==> src/rtl/cpu_pkg.sv <==
// Shared definitions for the hardwired control sequencer: opcodes, IR field positions, FSM states.
// Optional MUL/DIV support is enabled by defining CU_MUL_DIV_EN.
package cpu_pkg;

    localparam logic [4:0] OP_ADD  = 5'b00011;
    localparam logic [4:0] OP_SUB  = 5'b00100;
    localparam logic [4:0] OP_SHR  = 5'b00101;
    localparam logic [4:0] OP_SHL  = 5'b00110;
    localparam logic [4:0] OP_ROR  = 5'b00111;
    localparam logic [4:0] OP_ROL  = 5'b01000;
    localparam logic [4:0] OP_AND  = 5'b01001;
    localparam logic [4:0] OP_OR   = 5'b01010;
    localparam logic [4:0] OP_MUL  = 5'b01111;
    localparam logic [4:0] OP_DIV  = 5'b10000;
    localparam logic [4:0] OP_NOP  = 5'b11010;
    localparam logic [4:0] OP_HALT = 5'b11011;

    localparam int IR_OP_MSB = 31;
    localparam int IR_OP_LSB = 27;
    localparam int IR_RA_MSB = 26;
    localparam int IR_RA_LSB = 23;
    localparam int IR_RB_MSB = 22;
    localparam int IR_RB_LSB = 19;
    localparam int IR_RC_MSB = 18;
    localparam int IR_RC_LSB = 15;

`ifdef CU_MUL_DIV_EN
    localparam logic MUL_DIV_EN = 1'b1;
`else
    localparam logic MUL_DIV_EN = 1'b0;
`endif

    typedef enum logic [3:0] {
        ST_RESET = 4'd0,
        ST_T0    = 4'd1,
        ST_T1    = 4'd2,
        ST_T1W   = 4'd3,
        ST_T2    = 4'd4,
        ST_T3    = 4'd5,
        ST_T4    = 4'd6,
        ST_T5    = 4'd7,
        ST_T6    = 4'd8,
        ST_HALT  = 4'd9
    } cu_state_t;

    function automatic logic is_mul_div(input logic [4:0] op);
        return (op == OP_MUL) || (op == OP_DIV);
    endfunction

    // MUL/DIV only count as ALU ops when the wide-result path is built in.
    function automatic logic is_alu_op(input logic [4:0] op);
        logic base;
        case (op)
            OP_ADD, OP_SUB, OP_SHR, OP_SHL,
            OP_ROR, OP_ROL, OP_AND, OP_OR: base = 1'b1;
            default:                       base = 1'b0;
        endcase
        return base || (MUL_DIV_EN && is_mul_div(op));
    endfunction

endpackage

==> src/rtl/reg_field_decoder.sv <==
// 4-bit register field to one-hot strobe decoder with enable; selects past NREGS-1 decode to zero.
module reg_field_decoder #(
    parameter int NREGS = 16
) (
    input  logic [3:0]       sel,
    input  logic             en,
    output logic [NREGS-1:0] onehot
);

    localparam logic [NREGS-1:0] ONE = NREGS'(1);

    always_comb begin
        onehot = '0;
        if (en) begin
            onehot = ONE << sel;
        end
    end

endmodule

==> src/rtl/cpu_control_unit.sv <==
// Hardwired fetch/decode/execute sequencer driving the single-bus Datapath strobes.
// Define CU_MUL_DIV_EN to add MUL/DIV with the extra HI/LO write-back cycle (T6).
module cpu_control_unit
    import cpu_pkg::*;
#(
    parameter int NREGS = 16
) (
    input  logic             clk,
    input  logic             Clear,
    input  logic [31:0]      IR,
    input  logic             mem_ready,
    input  logic             Stop,
    output logic             PCout,
    output logic             MARin,
    output logic             IncPC,
    output logic             Zin,
    output logic             PCin,
    output logic             Read,
    output logic             MDRin,
    output logic             MDRout,
    output logic             IRin,
    output logic             Yin,
    output logic             Zlowout,
    output logic             Zhiout,
    output logic             HIin,
    output logic             LOin,
    output logic [NREGS-1:0] Rout,
    output logic [NREGS-1:0] Rin,
    output logic [4:0]       IRout,
    output logic             Run,
    output logic             illegal
);

    cu_state_t state;
    cu_state_t state_nxt;
    logic      illegal_nxt;

    logic [4:0] opcode;
    logic [3:0] ra;
    logic [3:0] rb;
    logic [3:0] rc;
    logic       unused_ir;
    logic       mul_div_path;
    logic       stop_target;

    logic       rout_en;
    logic [3:0] rout_sel;
    logic       rin_en;

    assign opcode    = IR[IR_OP_MSB:IR_OP_LSB];
    assign ra        = IR[IR_RA_MSB:IR_RA_LSB];
    assign rb        = IR[IR_RB_MSB:IR_RB_LSB];
    assign rc        = IR[IR_RC_MSB:IR_RC_LSB];
    assign unused_ir = ^IR[IR_RC_LSB-1:0];

    assign mul_div_path = MUL_DIV_EN && is_mul_div(opcode);
    assign stop_target  = Stop;

    always_ff @(posedge clk or negedge Clear) begin
        if (!Clear) begin
            state   <= ST_RESET;
            illegal <= 1'b0;
        end else begin
            state   <= state_nxt;
            illegal <= illegal_nxt;
        end
    end

    always_comb begin
        state_nxt   = state;
        illegal_nxt = 1'b0;
        case (state)
            ST_RESET: state_nxt = ST_T0;
            ST_T0:    state_nxt = ST_T1;
            ST_T1:    state_nxt = ST_T1W;
            ST_T1W:   if (mem_ready) state_nxt = ST_T2;
            ST_T2: begin
                // A HALT opcode wins over Stop; NOP and illegal opcodes are instruction boundaries.
                if (is_alu_op(opcode)) begin
                    state_nxt = ST_T3;
                end else if (opcode == OP_HALT) begin
                    state_nxt = ST_HALT;
                end else begin
                    illegal_nxt = (opcode != OP_NOP);
                    state_nxt   = stop_target ? ST_HALT : ST_T0;
                end
            end
            ST_T3:    state_nxt = ST_T4;
            ST_T4:    state_nxt = ST_T5;
            ST_T5: begin
                if (mul_div_path) state_nxt = ST_T6;
                else              state_nxt = stop_target ? ST_HALT : ST_T0;
            end
            ST_T6:    state_nxt = stop_target ? ST_HALT : ST_T0;
            ST_HALT:  state_nxt = ST_HALT;
            default:  state_nxt = ST_RESET;
        endcase
    end

    always_comb begin
        PCout    = 1'b0;
        MARin    = 1'b0;
        IncPC    = 1'b0;
        Zin      = 1'b0;
        PCin     = 1'b0;
        Read     = 1'b0;
        MDRin    = 1'b0;
        MDRout   = 1'b0;
        IRin     = 1'b0;
        Yin      = 1'b0;
        Zlowout  = 1'b0;
        Zhiout   = 1'b0;
        HIin     = 1'b0;
        LOin     = 1'b0;
        IRout    = 5'b0;
        rout_en  = 1'b0;
        rout_sel = rb;
        rin_en   = 1'b0;
        Run      = (state != ST_RESET) && (state != ST_HALT);
        case (state)
            ST_T0: begin
                PCout = 1'b1;
                MARin = 1'b1;
                IncPC = 1'b1;
                Zin   = 1'b1;
            end
            ST_T1: begin
                Zlowout = 1'b1;
                PCin    = 1'b1;
                Read    = 1'b1;
            end
            ST_T1W: begin
                Read  = 1'b1;
                MDRin = mem_ready;
            end
            ST_T2: begin
                MDRout = 1'b1;
                IRin   = 1'b1;
            end
            ST_T3: begin
                rout_en = 1'b1;
                Yin     = 1'b1;
            end
            ST_T4: begin
                rout_en  = 1'b1;
                rout_sel = rc;
                IRout    = opcode;
                Zin      = 1'b1;
            end
            ST_T5: begin
                Zlowout = 1'b1;
`ifdef CU_MUL_DIV_EN
                LOin   = mul_div_path;
                rin_en = !mul_div_path;
`else
                rin_en = 1'b1;
`endif
            end
`ifdef CU_MUL_DIV_EN
            ST_T6: begin
                Zhiout = 1'b1;
                HIin   = 1'b1;
            end
`endif
            default: ;
        endcase
    end

    reg_field_decoder #(.NREGS(NREGS)) u_rout_dec (
        .sel    (rout_sel),
        .en     (rout_en),
        .onehot (Rout)
    );

    reg_field_decoder #(.NREGS(NREGS)) u_rin_dec (
        .sel    (ra),
        .en     (rin_en),
        .onehot (Rin)
    );

endmodule

==> config.mk <==
export PLATFORM = sky130hd
export DESIGN_NAME = cpu_control_unit
export DESIGN_NICKNAME = d
export VERILOG_FILES = /design/src/rtl/cpu_pkg.sv /design/src/rtl/reg_field_decoder.sv /design/src/rtl/cpu_control_unit.sv
export SDC_FILE = /design/constraint.sdc
export NUM_CORES = 1
export LEC_CHECK = 0
export BUFFER_PORTS_ARGS = -buffer_cell sky130_fd_sc_hd__buf_2
export CAP_MARGIN = 25
export CELL_PAD_IN_SITES_DETAIL_PLACEMENT = 1
export CELL_PAD_IN_SITES_GLOBAL_PLACEMENT = 1
export CORE_MARGIN = 3
export CORE_UTILIZATION = 22
export DETAILED_ROUTE_END_ITERATION = 8
export PLACE_DENSITY_LB_ADDON = 0.2
export SLEW_MARGIN = 10
export SYNTH_ARGS = -nofsm -noshare
export SYNTH_HDL_FRONTEND = slang
export SYNTH_HIERARCHICAL = 1
export SYNTH_SLANG_ARGS = --single-unit
==> constraint.sdc <==
create_clock -name clk -period 4.2 [get_ports clk]
set_input_delay 0.42 -clock clk [delete_from_list [all_inputs] [get_ports clk]]
set_output_delay 0.42 -clock clk [all_outputs]
set_load 0.02 [all_outputs]
==> metrics <==
status completed; Final ANT Viol Nets 0; Placed Area 1131 um2; pin count of the biggest net entering global routing 18; Sw Ratio 0.5553; Setup WS pre-CTS 1.351 ns; Worst R2R End state[3]; worst vdd ir 228.7 uV; Synth top area share 0.1590; vias in the first global route 1050; Starting DRT DRC Count 25; cell area after layout 1167 um2; maxcap violations 0; Slew Limit Fails 0; num rows 21; number of synthesized register bits 5; Period minus WS final 3.040 ns; drt pass-1 iters 3; Die ar. 4331 um2; # port buffers 70; crit-path cells nand2b_4 > nor3b_2 > mux2_1 > or3b_4 > nor3_2 > buf_2; final setup fails 0; Distinct cells, synth 35; IO Pins 89; CTS HTree Levels 1; first-pass GRT wire length 4554 um; Worst path top cell family by delay simple AND/OR/NAND/NOR gates; multiplexer share of the synthesized area 0.07154; Core Util, Final 0.3444; gr usage total 0.1285; number of vias per cell 4.476; WL/cell 12.33 um; worst setup path class reg2out; Logic pwr share 0.689; DPL Wire Length 2344 um; Synth area leader dfrtp_1; WHS Path Cells 3; die height 65.81 um; CP Buf/Inv Count 1; post-route setup TNS 0 ns; Hold Crit Class in2reg; Synth Area in Simple Gates 0.5564; fmax 329.0 MHz; starting density of the core 0.2322; Seq pwr share 0.220; DRC errors left 0; CTS clk-pin slew, worst paths 0.04 ns; RSZ-0062 raised after global routing false; Yosys warning total 6; critical path's largest stage delay 0.54 ns; Clk Latency, worst-skew pair 0.24 ns; antenna fix cells 0; hold endpoint state[3]; final WL 2800 um; nets 218; Die W 65.81 um; Rel. slew slack 0.5823; r2r setup slk 2.80 ns; Adder-Cell Fraction of Synth Area 0; grt total ovfl 0; initial antenna violation count 0; Syn Std Cell Area 787.0 um2; TritonCTS Buffers 3; HP Start Stop; Crit Path Max Fanout 11; cells on worst reg2reg path 3; clk sinks 5; CTS Root Cell clkbuf_4; core area 3390 um2; Worst Clk Skew 0.004004 ns; RD Place Congestion 0.6832; Power Total 0.0005845 W; Seq/Total Area, Yosys 0.1590; Leak Pwr 0.6540 nW; xor and xnor fraction of the mapped netlist area 0; Final WS setup 1.160 ns; Post-Syn Instances 114; worst slew pin tran 0.6238 ns; Slowest-stage cell, CP nor3b_2; Fin. Hold Viols 0; average cell area after synthesis 6.904 um2; NetSw 0.0003245 W; crit path capture type output port; share of cells above drive strength 1 0.4696; area fraction in compound gates after synthesis 0.1033; fin crit share 0.7237; CTS tree built; Clock power frac 0.091; Clock Tree Buf Depth 2; Area contributors post-synth dfrtp_1 16%, nor2_1 14%, buf_4 6.7%, nor3_1 5.7%, mux2_1 5.7%; Pwr Density 500.7 nW/um2; Worst R2R Start state[3]; largest family of logic cells by synthesized area simple AND/OR/NAND/NOR gates; Via Count 1016; Area Growth Syn to Fin 48.33%; WP data required 3.78 ns; post-cts resize count 0; WP data arrival 2.62 ns; Int Pwr 0.0002599 W; Startpoint Class register
cells in the final DEF, fill, tap and decap left out, drive strengths merged, types with 2 or more instances in the layout:
cell type and count:
and2 6, or3b 2, dfrtp 5, nand2b 8, conb 3, nand2 6, a21oi 3, nand3 3
inv 3, mux2 5, and4b 2, nor3 11, buf 70, nand3b 4, clkbuf 4, nor2 32
worst register-to-register path: cells and delay by family (launching register included):
family / cells / cell delay (ns)
AOI/OAI and AO/OA: 1 / 0.27
DFF: 1 / 0.47
and+or+nand+nor: 2 / 0.57
synthesized netlist by cell type, drive strengths merged:
cell    instances
nand3           3
and3            1
mux2            5
clkbuf          2
o311a           1
buf             8
a21o            1
o22ai           1
conb            1
inv             3
nor3b           1
nand2           6
nor2b           1
a21boi          1
nor3           11
or2             1
a31oi           1
nand2b          8
or3b            2
o211ai          1
o311ai          1
o21ai           1
dfrtp           5
or3             1
a21oi           3
and2            6
and4b           2
nand3b          4
nor2           32
what timing repair did:
item | 4_1_cts | 5_1_grt
hold buffers | 1 | 0
setup buffers | 0 | 0
endpoints found under the setup margin | 0 | 0
endpoints found under the hold margin | 5 | 0
cells by family (layout without fill, tap and decap cells):
logic type,Yosys count,count (layout)
AOI/OAI and AO/OA,11,11
buffers and inverters,13,78
DFF,5,5
muxes,5,5
other,1,3
and+or+nand+nor,79,79
power groups by stage:
stage                     Sequential [W]  Clock (W)  Combinational (W)
after floorplan                0.0000927          0           0.000344
after global placement          0.000126          0           0.000398
after detailed placement        0.000131          0           0.000408
after CTS                       0.000129  0.0000560           0.000411
after global routing            0.000138  0.0000625           0.000444
final                           0.000129  0.0000531           0.000403
final cells by class:
| cell class | instances | area (um2) |
|---|---|---|
| Timing Repair Buffer | 71 | 360.3 |
| Multi-Input combinational cell | 98 | 586.8 |
| Sequential cell | 5 | 125.1 |
| Inverter | 3 | 11.26 |
| Clock buffer | 4 | 26.28 |
| Tap cell | 46 | 57.56 |
| Fill cell | 461 | 2222 |
how the worst max path moves through the flow:
stage,startpoint,endpoint,cells after the start
after detailed placement,state[3],Rout[0],6
after global placement,state[3],Rout[0],6
after global routing,state[3],Rout[0],6
final,state[3],Rout[0],6
after floorplan,state[3],Rout[8],7
after CTS,state[3],Rout[0],6
sequential cells by signal (all words and copies together), names as in the netlist:
name / count
state: 4
illegal: 1
layer usage:
layer / track usage / vias to the layer above / wire length [um]
li1: - / 514 / -
met1: 0.1490 / 460 / 1161
met2: 0.2378 / 42 / 1435
met3: 0.02551 / 0 / 203
met4: 0.03109 / 0 / 0
met5: 0 / - / 0
through the flow:
step	cells	hold slack, ns
floorplan	116	0.1244
global placement	222	0.2348
detailed placement	222	0.2391
CTS	227	0.4438
global route	227	0.4769
finish	227	0.4484
(Power assumes the default switching activity.)
